**src/rtl/scdaq_pkg.sv**
```systemverilog
// Shared constants for the scdaq readout scheduler: FSM state encoding,
// default data-path sizes and the Ack-timeout counter width helper.
package scdaq_pkg;

  // FSM state encoding (kept as plain constants for legacy tool flows)
  localparam logic [2:0] ST_IDLE     = 3'd0;
  localparam logic [2:0] ST_SCAN     = 3'd1;
  localparam logic [2:0] ST_REQ      = 3'd2;
  localparam logic [2:0] ST_WAIT_ACK = 3'd3;
  localparam logic [2:0] ST_FETCH    = 3'd4;
  localparam logic [2:0] ST_PUSH     = 3'd5;
  localparam logic [2:0] ST_DONE     = 3'd6;
  localparam logic [2:0] ST_RELEASE  = 3'd7;

  // Default data-path sizes
  localparam int DEF_PRECISION    = 14;
  localparam int DEF_NSAMPLES     = 512;
  localparam int DEF_RDO_ADD_BLEN = 9;

  // Width needed to count up to 'limit' inclusive (at least 1 bit)
  function automatic int tmo_cnt_width(input int limit);
    return (limit < 2) ? 1 : $clog2(limit + 1);
  endfunction

endpackage

```
**src/rtl/scdaq_rdo_mux.sv**
```systemverilog
// Combinational NCH-to-1 selector of one PRECISION-wide slice of the
// concatenated channel data bus. Channel k lives at [k*PRECISION +: PRECISION].
module scdaq_rdo_mux
  import scdaq_pkg::*;
#(
  parameter int NCH       = 4,
  parameter int CH_BLEN   = 2,
  parameter int PRECISION = DEF_PRECISION
) (
  input  logic [NCH*PRECISION-1:0] q,
  input  logic [CH_BLEN-1:0]       sel,
  output logic [PRECISION-1:0]     data
);

  logic [PRECISION-1:0] slice [NCH];

  for (genvar gi = 0; gi < NCH; gi++) begin : g_slice
    assign slice[gi] = q[gi*PRECISION +: PRECISION];
  end

  // Pick the slice of the channel currently being served
  always_comb begin
    data = slice[sel];
  end

endmodule

```
**src/rtl/scdaq_rdo_sched.sv**
```systemverilog
// Readout scheduler: on Start, visits each enabled channel in ascending
// order, runs the Req/Ack/Done handshake, sweeps the readout address over
// all samples and forwards each sample as a tagged valid/ready stream word.
// Optional build macro SCDAQ_RDO_TIMEOUT_EN adds an Ack timeout with sticky
// per-channel Timeout_Err flags; without it WAIT_ACK waits indefinitely.
module scdaq_rdo_sched
  import scdaq_pkg::*;
#(
  parameter int NCH          = 4,
  parameter int CH_BLEN      = 2,
  parameter int NSAMPLES     = DEF_NSAMPLES,
  parameter int PRECISION    = DEF_PRECISION,
  parameter int RDO_ADD_BLEN = DEF_RDO_ADD_BLEN,
  parameter int RD_LAT       = 1,
  parameter int ACK_TIMEOUT  = 1024
) (
  input  logic                      RDO_Clock,
  input  logic                      Reset,
  input  logic                      Start,
  input  logic [NCH-1:0]            CH_EN,
  output logic                      Busy,
  output logic                      Round_Done,
  output logic [NCH-1:0]            RDO_Req,
  input  logic [NCH-1:0]            RDO_Ack,
  output logic [RDO_ADD_BLEN-1:0]   RDO_Add,
  input  logic [NCH*PRECISION-1:0]  RDO_Q,
  output logic [NCH-1:0]            RDO_Done,
  output logic                      OUT_Valid,
  input  logic                      OUT_Ready,
  output logic [PRECISION-1:0]      OUT_Data,
  output logic [CH_BLEN-1:0]        OUT_Ch,
  output logic                      OUT_Last,
  output logic [NCH-1:0]            Timeout_Err
);

  // Pointer is one bit wider than a channel index so it can reach NCH,
  // which is how SCAN knows the round is over.
  localparam int PTR_W = CH_BLEN + 1;
  localparam int LAT_W = (RD_LAT < 2) ? 1 : $clog2(RD_LAT + 1);

  // Reject unsupported read latencies / timeout limits at elaboration
  if (RD_LAT < 1 || RD_LAT > 3 || ACK_TIMEOUT < 1) begin : g_cfg_check
    $error("scdaq_rdo_sched: RD_LAT must be 1..3 and ACK_TIMEOUT >= 1");
  end

  logic [2:0]              state_reg, state_next;
  logic [NCH-1:0]          snap_reg, snap_next;
  logic [PTR_W-1:0]        ptr_reg, ptr_next;
  logic [RDO_ADD_BLEN-1:0] add_reg, add_next;
  logic [LAT_W-1:0]        cnt_reg, cnt_next;
  logic                    out_valid_reg, out_valid_next;
  logic [PRECISION-1:0]    out_data_reg, out_data_next;
  logic [CH_BLEN-1:0]      out_ch_reg, out_ch_next;
  logic                    out_last_reg, out_last_next;

  logic [CH_BLEN-1:0]      ch_idx;
  logic                    ptr_in_range;
  logic [NCH-1:0]          ch_onehot;
  logic                    ack_sel;
  logic                    snap_sel;
  logic                    last_sample;
  logic [PRECISION-1:0]    mux_data;

  assign ch_idx       = ptr_reg[CH_BLEN-1:0];
  assign ptr_in_range = (ptr_reg < PTR_W'(NCH));
  assign ch_onehot    = NCH'(1) << ch_idx;
  assign ack_sel      = RDO_Ack[ch_idx];
  assign snap_sel     = snap_reg[ch_idx];
  assign last_sample  = (add_reg == RDO_ADD_BLEN'(NSAMPLES - 1));

  scdaq_rdo_mux #(
    .NCH       (NCH),
    .CH_BLEN   (CH_BLEN),
    .PRECISION (PRECISION)
  ) u_mux (
    .q    (RDO_Q),
    .sel  (ch_idx),
    .data (mux_data)
  );

`ifdef SCDAQ_RDO_TIMEOUT_EN
  localparam int TMO_W = tmo_cnt_width(ACK_TIMEOUT);
  logic [TMO_W-1:0] tmo_cnt_reg, tmo_cnt_next;
  logic [NCH-1:0]   tmo_err_reg, tmo_err_next;
  assign Timeout_Err = tmo_err_reg;
`else
  assign Timeout_Err = '0;
`endif

  // Handshake outputs are decoded from state so they drop the very cycle
  // the FSM leaves the owning states (including on Reset).
  assign Busy       = (state_reg != ST_IDLE);
  assign Round_Done = (state_reg == ST_SCAN) && !ptr_in_range;
  assign RDO_Req    = (state_reg == ST_REQ || state_reg == ST_WAIT_ACK ||
                       state_reg == ST_FETCH || state_reg == ST_PUSH) ? ch_onehot : '0;
  assign RDO_Done   = (state_reg == ST_DONE) ? ch_onehot : '0;
  assign RDO_Add    = add_reg;
  assign OUT_Valid  = out_valid_reg;
  assign OUT_Data   = out_data_reg;
  assign OUT_Ch     = out_ch_reg;
  assign OUT_Last   = out_last_reg;

  // Next-state and data-path update for the round/channel/sample sequencing
  always_comb begin
    state_next     = state_reg;
    snap_next      = snap_reg;
    ptr_next       = ptr_reg;
    add_next       = add_reg;
    cnt_next       = cnt_reg;
    out_valid_next = out_valid_reg;
    out_data_next  = out_data_reg;
    out_ch_next    = out_ch_reg;
    out_last_next  = out_last_reg;
`ifdef SCDAQ_RDO_TIMEOUT_EN
    tmo_cnt_next   = tmo_cnt_reg;
    tmo_err_next   = tmo_err_reg;
`endif
    case (state_reg)
      ST_IDLE: begin
        if (Start) begin
          snap_next  = CH_EN;
          ptr_next   = '0;
          state_next = ST_SCAN;
`ifdef SCDAQ_RDO_TIMEOUT_EN
          tmo_err_next = '0;
`endif
        end
      end
      ST_SCAN: begin
        if (!ptr_in_range) begin
          state_next = ST_IDLE;
        end else if (!snap_sel) begin
          ptr_next = ptr_reg + PTR_W'(1);
        end else begin
          add_next   = '0;
          state_next = ST_REQ;
        end
      end
      ST_REQ: begin
        // Ack is deliberately not looked at here; it is sampled in WAIT_ACK
        add_next   = '0;
        state_next = ST_WAIT_ACK;
`ifdef SCDAQ_RDO_TIMEOUT_EN
        // The REQ cycle counts as the first cycle Req is high
        tmo_cnt_next = TMO_W'(1);
`endif
      end
      ST_WAIT_ACK: begin
        if (ack_sel) begin
          cnt_next   = LAT_W'(RD_LAT);
          state_next = ST_FETCH;
        end
`ifdef SCDAQ_RDO_TIMEOUT_EN
        else if (tmo_cnt_reg >= TMO_W'(ACK_TIMEOUT - 1)) begin
          tmo_err_next = tmo_err_reg | ch_onehot;
          ptr_next     = ptr_reg + PTR_W'(1);
          state_next   = ST_SCAN;
        end else begin
          tmo_cnt_next = tmo_cnt_reg + TMO_W'(1);
        end
`endif
      end
      ST_FETCH: begin
        // RDO_Q for the current address is valid once the counter drains
        if (cnt_reg == '0) begin
          out_data_next  = mux_data;
          out_valid_next = 1'b1;
          out_ch_next    = ch_idx;
          out_last_next  = last_sample;
          state_next     = ST_PUSH;
        end else begin
          cnt_next = cnt_reg - LAT_W'(1);
        end
      end
      ST_PUSH: begin
        // OUT_Valid is always high here, so Ready alone completes the transfer
        if (OUT_Ready) begin
          out_valid_next = 1'b0;
          if (out_last_reg) begin
            state_next = ST_DONE;
          end else begin
            add_next   = add_reg + RDO_ADD_BLEN'(1);
            cnt_next   = LAT_W'(RD_LAT);
            state_next = ST_FETCH;
          end
        end
      end
      ST_DONE: begin
        state_next = ST_RELEASE;
      end
      ST_RELEASE: begin
        if (!ack_sel) begin
          ptr_next   = ptr_reg + PTR_W'(1);
          state_next = ST_SCAN;
        end
      end
      default: begin
        state_next = ST_IDLE;
      end
    endcase
  end

  // State registers with synchronous reset; reset abandons any round
  always_ff @(posedge RDO_Clock) begin
    if (Reset) begin
      state_reg     <= ST_IDLE;
      snap_reg      <= '0;
      ptr_reg       <= '0;
      add_reg       <= '0;
      cnt_reg       <= '0;
      out_valid_reg <= 1'b0;
      out_data_reg  <= '0;
      out_ch_reg    <= '0;
      out_last_reg  <= 1'b0;
`ifdef SCDAQ_RDO_TIMEOUT_EN
      tmo_cnt_reg   <= '0;
      tmo_err_reg   <= '0;
`endif
    end else begin
      state_reg     <= state_next;
      snap_reg      <= snap_next;
      ptr_reg       <= ptr_next;
      add_reg       <= add_next;
      cnt_reg       <= cnt_next;
      out_valid_reg <= out_valid_next;
      out_data_reg  <= out_data_next;
      out_ch_reg    <= out_ch_next;
      out_last_reg  <= out_last_next;
`ifdef SCDAQ_RDO_TIMEOUT_EN
      tmo_cnt_reg   <= tmo_cnt_next;
      tmo_err_reg   <= tmo_err_next;
`endif
    end
  end

endmodule

```
**config.mk**
```make
export PLATFORM = sky130hd
export DESIGN_NAME = scdaq_rdo_sched
export DESIGN_NICKNAME = d
export VERILOG_FILES = /design/src/rtl/scdaq_pkg.sv /design/src/rtl/scdaq_rdo_mux.sv /design/src/rtl/scdaq_rdo_sched.sv
export SDC_FILE = /design/constraint.sdc
export NUM_CORES = 1
export LEC_CHECK = 0
export CORE_MARGIN = 1
export CORE_UTILIZATION = 44
export CTS_BUF_LIST = sky130_fd_sc_hd__clkbuf_2
export DETAILED_ROUTE_END_ITERATION = 8
export PLACE_DENSITY = 0.83
export SYNTH_ARGS = -nofsm -noshare
export SYNTH_HDL_FRONTEND = slang
export SYNTH_SLANG_ARGS = --single-unit
export TNS_END_PERCENT = 20
```
**constraint.sdc**
```tcl
create_clock -name RDO_Clock -period 2.35 [get_ports RDO_Clock]
set_input_delay 0.47 -clock RDO_Clock [delete_from_list [all_inputs] [get_ports RDO_Clock]]
set_output_delay 0.47 -clock RDO_Clock [all_outputs]
set_load 0.005 [all_outputs]
```
==> results of run 1 <==
logic make-up (layout without fill, tap and decap cells):
family	count (synthesis)	in the layout	share of synthesized area, %
and+or+nand+nor	97	97	20.3
AOI/OAI and AO/OA	67	67	17.8
DFF	38	38	30.6
buffers and inverters	32	130	7.40
muxes	26	26	19.0
adders and majority gates	6	6	3.02
xor gates and xnor gates	4	4	1.71
other	1	4	0.151
through the flow:
step	total power (W)	area, um^2
final	0.00139	3640
after detailed placement	0.00101	3550
after floorplan	0.000864	2500
after global routing	0.00146	3640
after CTS	0.00140	3620
after global placement	0.00101	3550
synthesized netlist by cell type (3+ instances only):
cell type,instances,share of area [%]
xnor2_1,3,1.1
nand3_1,4,0.81
mux4_2,11,10
o21ai_0,7,1.4
a211oi_1,3,0.91
buf_2,5,1.0
clkbuf_1,6,0.91
a311oi_1,3,1.1
mux2i_1,7,2.8
nand2_1,46,6.9
and3_1,9,2.3
a31oi_1,3,0.75
a21oi_1,26,5.2
inv_1,9,1.4
a41oi_1,3,1.1
ha_1,6,3.0
nor2_1,12,1.8
o21a_1,3,0.91
buf_4,9,2.7
and2_1,4,1.0
mux2_2,3,1.4
nand4_1,3,0.75
dfxtp_1,38,31
o211ai_1,3,0.91
mux4_1,4,4.2
nor2b_1,3,0.75
o22ai_1,4,1.0
power groups by stage:
| stage | Combinational [W] | Clock [W] | Sequential [W] |
|---|---|---|---|
| floorplan | 0.000189 | 0 | 0.000675 |
| global placement | 0.000324 | 0 | 0.000681 |
| detailed placement | 0.000329 | 0 | 0.000681 |
| CTS | 0.000332 | 0.000401 | 0.000668 |
| global route | 0.000356 | 0.000430 | 0.000671 |
| finish | 0.000331 | 0.000389 | 0.000668 |
worst reg2reg max path, delay by kind of cell, from the launching register on:
family,cells,cell delay (ns)
buf+inv,1,0.18
mux,1,0.35
simple gates,2,0.47
compound gates,1,0.28
flops,1,0.46
per-layer routing:
metal,vias to the layer above,track usage [%],part of all wire (%)
li1,1201,-,-
met1,1153,29.4,41
met2,98,39.0,50
met3,14,4.76,7.2
met4,0,8.11,1.9
met5,-,0,0
cell usage in the layout, fill, tap and decap left out, types with 2 or more instances in the layout:
cell / synthesis / routed
buf_4: 9 / 10
a21oi_1: 26 / 26
nand4_1: 3 / 3
nor2_1: 12 / 12
nand2b_1: 2 / 2
dfxtp_1: 38 / 33
a31oi_1: 3 / 3
dfxtp_4: 0 / 3
a311oi_1: 3 / 3
nand2_1: 46 / 46
a41oi_1: 3 / 3
mux4_2: 11 / 11
clkbuf_2: 0 / 5
nor3_2: 2 / 2
dfxtp_2: 0 / 2
mux2i_1: 7 / 7
nor2b_2: 0 / 2
and2_1: 4 / 4
mux2_2: 3 / 3
o21a_1: 3 / 3
mux4_1: 4 / 4
and3_1: 9 / 9
a32oi_1: 2 / 2
clkdlybuf4s50_1: 0 / 104
ha_1: 6 / 6
conb_1: 1 / 4
inv_1: 9 / 9
o21ai_0: 7 / 7
o22ai_1: 4 / 4
a211oi_1: 3 / 3
o211ai_1: 3 / 3
xnor2_1: 3 / 3
nand3_1: 4 / 4
worst max path at each step:
stage,to,slack [ns]
2_1_floorplan,RDO_Done[0],0.58
3_3_place_gp,state_reg[1]$_SDFFE_PP0P_,0.29
3_5_place_dp,state_reg[1]$_SDFFE_PP0P_,0.23
4_1_cts,RDO_Done[2],0.003
5_1_grt,RDO_Done[0],-0.03
6_report,RDO_Done[1],0.1
what timing repair did:
| action | CTS | global route |
|---|---|---|
| cloned | 0 | 0 |
| setup endpoints to repair | 9 | 10 |
| pin swaps | 0 | 1 |
| gates resized for setup | 6 | 5 |
layout make-up:
type | count | area [um^2] | share of cell area (%)
clock buffer | 5 | 25.0 | 0.687
timing repair buffer | 114 | 1120 | 30.6
tap | 72 | 90.1 | 2.47
multi-input combinational | 204 | 1570 | 43.1
sequential | 38 | 774 | 21.3
inverter | 9 | 33.8 | 0.928
clock inverter | 2 | 33.8 | 0.928
==> reports/qor.csv, run 1 <==
metric,value,unit
crit_family,buffers and inverters,
required,1.88,ns
grt_overflow_total,0,
period_share,95.8,%
dp_hpwl,5.12,mm
setup_violations,0,
netlist_area,2490,um^2
rsz0062_at_grt,true,
avgRoutedWirePerCell,15.2,um
yosys_most_used_dff,dfxtp_1,
max_slew_margin,60.9,%
hold_violations,0,
arrival,1.78,ns
firstDrtPassIters,4,
synthCells,271,
setup_tns,0,ns
worst_pin_slew,0.587,ns
final_cells,444,
cts_tree,done,
placedCellCount,437,
synth-seq-area-share,30.6,%
internal_power,0.00103,W
syn_area_per_cell,9.17,um^2
cts-root-buf,clkbuf_2,
clock-sinks,38,
hp-class,reg2reg,
synth-edff-count,0,
vias_per_cell,5.55,
io_pins,109,
max-cap-violations,0,
hold_ws,0.468,ns
p_leak,1.30,nW
die_w,77.2,um
clock_latency,0.39,ns
pwr-share-clk,28.0,%
finalClockSkew,0.0177,ns
fillers,446,
ys_ff_latch,38,
endpoint_kind,primary output,
reg2reg_depth,5,
power.density,381,nW/um^2
clock_path_buffers,2,
track_usage,23.2,%
grt_pass1_wl,11.1,mm
dpl_worst_slack,0.235,ns
holdPathEnd,OUT_Data[4]$_SDFFE_PP0P_,
min_path_cells,2,
cts_hold_buf,0,
worstSetupPathDepth,3,
die_y,77.2,um
rows,27,
core,5470,um^2
async_flop_share,0,%
final_util,66.6,%
fin_nets,446,
fin_ws,0.0989,ns
status,finished clean,
reg2reg_slack,0.54,ns
slew_viol_final,0,
cp_max_fo,11,
cts_buffers,5,
cp-start-kind,register,
power_frac_seq,48.1,%
timing.fmax,444,MHz
drive_above_1_share,13.2,%
grt_pass1_vias,2330,
slowest_stage,clkdlybuf4s50_1,
drt_iter0_drc,164,
path_cells,nor2b_2 -> and3_1 -> clkdlybuf4s50_1,
cts_setup_buffers,0,
clk_pin_slew,0.19,ns
drc,0,
post-route-min-period,2.25,ns
synth.distinct_cells,58,
r2r-end,RDO_Add[0]$_SDFFE_PP0P_,
antenna_found_initial,0,
wl,6.76,mm
portBuffers,104,
swShare,25.7,%
antenna_left,0,
cts.htree.levels,2,
crit_type,reg2out,
vdd_ir_drop_max,0.301,mV
gp_congestion,0.890,
n_antenna_cell,0,
yosysWarningCount,0,
largest_register_ff_count,14,
rr_startpoint,ptr_reg[1]$_SDFFE_PP0P_,
grt_max_degree,24,
p_comb_share,23.9,%
initial_core_util,45.4,%
num_vias,2466,
critPathMaxStageDelay,0.50,ns
critical_path_buf_inv_count,1,
switchingPower,0.000357,W
syn_to_final_growth,46.5,%
worstSetupStartpoint,state_reg[1]$_SDFFE_PP0P_,
min-delay-start,OUT_Data[4]$_SDFFE_PP0P_,
dieArea,5960,um^2
(Power assumes the default switching activity.)
==> run 2, diff against run 1 <==
Settings changed: GPL_TIMING_DRIVEN set to 0, SETUP_SLACK_MARGIN set to 0.1.
==> reports/qor.csv, run 2 (same netlist as run 1, synthesis figures left out) <==
metric,value,unit,change
final_cell_mix,"clkdlybuf4s50_1, nand2_1, dfxtp_1",,
antenna_left,0,,unchanged
max_slew_margin,65.3,%,+4.4 points
grt_max_degree,20,,-17%
io_pins,109,,unchanged
core,5470,um^2,unchanged
slew_viol_final,0,,unchanged
die_w,77.2,um,unchanged
endpoint_kind,primary output,,
dieArea,5960,um^2,unchanged
initial_core_util,45.4,%,unchanged
postLayoutCellArea,3860,um^2,+6.0%
period_share,100,%,+4.3 points
grt_pass1_vias,2325,,-0.21%
wl,7.29,mm,+7.8%
drt_iter0_drc,159,,-3.0%
dpl_cell_area,3630,um^2,+2.1%
grt_pass1_wl,11.3,mm,+1.4%
crit_type,reg2out,,
post-route-min-period,2.35,ns,+0.101 ns
num_vias,2587,,+4.9%
dpl_worst_slack,-0.121,ns,-0.356 ns
antenna_found_initial,0,,unchanged
power.density,376,nW/um^2,-1.3%
vdd_ir_drop_max,0.261,mV,-13%
syn_to_final_growth,55.3,%,
clock_path_buffers,2,,unchanged
track_usage,23.3,%,+0.083 points
critPathMaxStageDelay,0.50,ns,about the same
placedCellCount,450,,+3.0%
required,1.88,ns,about the same
gp_congestion,0.926,,+4.0%
clock-sinks,38,,unchanged
grt_overflow_total,0,,unchanged
firstDrtPassIters,6,,+2
fin_ws,-0.00199,ns,-0.101 ns
timing.fmax,425,MHz,-4.3%
worst_pin_slew,0.518,ns,-0.0689 ns
rsz0062_at_grt,true,,
p_leak,1.44,nW,+11%
crit_family,buffers and inverters,,
vias_per_cell,5.61,,+1.0%
slowest_stage,clkdlybuf4s50_1,,
rows,27,,unchanged
cp-start-kind,register,,
drc,0,,unchanged
setup_violations,1,,+1
cts-root-buf,clkbuf_2,,
die_y,77.2,um,unchanged
portBuffers,104,,unchanged
clock_latency,0.40,ns,about the same
max-cap-violations,0,,unchanged
clk_pin_slew,0.20,ns,about the same
cp_max_fo,6,,-5
setup_tns,-0.00199,ns,-0.00199 ns
avgRoutedWirePerCell,15.8,um,+3.8%
status,"complete, but fails checks",,
largest_register_ff_count,14,,unchanged
n_antenna_cell,0,,unchanged
finalClockSkew,0.0233,ns,+0.00558 ns
layout_commonest_cell,clkdlybuf4s50_1,,
cts_buffers,5,,unchanged
fin_nets,463,,+3.8%
violations,negative setup slack,,
critical_path_buf_inv_count,2,,+1
hp-class,reg2reg,,
final_cells,461,,+3.8%
arrival,1.88,ns,+0.10 ns
path_cells,buf_4 -> ha_1 -> and3_1 -> clkdlybuf4s50_1,,
dp_hpwl,5.36,mm,+4.7%
cts_tree,done,,
drive_above_1_share,17.2,%,+4.1 points
hold_violations,0,,unchanged
cts.htree.levels,2,,unchanged
==> run 2: layout make-up <==
| cell class | instances | area [um^2] |
|---|---|---|
| Fill cell | 407 | 1610 |
| Multi-Input combinational cell | 204 | 1610 |
| Timing Repair Buffer | 109 | 1080 |
| Sequential cell | 38 | 772 |
| Buffer | 22 | 206 |
| Tap cell | 72 | 90.1 |
| Inverter | 9 | 40.0 |
| Clock inverter | 2 | 33.8 |
| Clock buffer | 5 | 25.0 |
==> run 2: metal layers <==
layer / global-route usage, % / up-vias / part of all wire (%)
met5: 0 / - / 0
met3: 4.05 / 5 / 7.3
met2: 41.2 / 121 / 52
met4: 5.47 / 0 / 0.54
li1: - / 1235 / -
met1: 29.2 / 1226 / 40
==> run 2: path summary, 6_finish.rpt <==
kind | start | to | slack (ns) | cells after the start
setup / recovery | ptr_reg[0]$_SDFFE_PP0P_ | RDO_Done[3] | -0.002 | 4
hold / removal | OUT_Data[3]$_SDFFE_PP0P_ | OUT_Data[3]$_SDFFE_PP0P_ | 0.47 | 2
setup reg to reg | ptr_reg[0]$_SDFFE_PP0P_ | state_reg[1]$_SDFFE_PP0P_ | 0.54 | 5
hold reg to reg | OUT_Data[3]$_SDFFE_PP0P_ | OUT_Data[3]$_SDFFE_PP0P_ | 0.47 | 2
==> run 2: power breakdown <==
part / total (W) / leakage [nW] / switching [W] / internal [W]
Combinational: 0.000391 / 1.10 / 0.000150 / 0.000241
Clock: 0.000395 / 0.0365 / 0.000224 / 0.000171
Sequential: 0.000664 / 0.310 / 0.00000913 / 0.000655
==> run 2: worst min-delay path: stages, from the launching register on <==
cell	delay, ns
dfxtp_1	0.35
nand2_1	0.05
a21oi_1	0.05
==> run 2: repair_timing <==
action	4_1_cts	5_1_grt
resized for setup	26	24
setup buffers	4	1
hold buffers	0	0
endpoints found under the setup margin	10	10
hold endpoints to repair	0	0
pin swaps	1	2
==> run 2: through the flow <==
step                      total power, W  hold WS (ns)  utilization [%]
after floorplan                 0.000864         0.453                -
after global placement           0.00102         0.442             66.3
after detailed placement         0.00102         0.448             66.3
after CTS                        0.00144         0.470             69.2
after global routing             0.00150         0.497             70.5
final                            0.00145         0.467             70.5
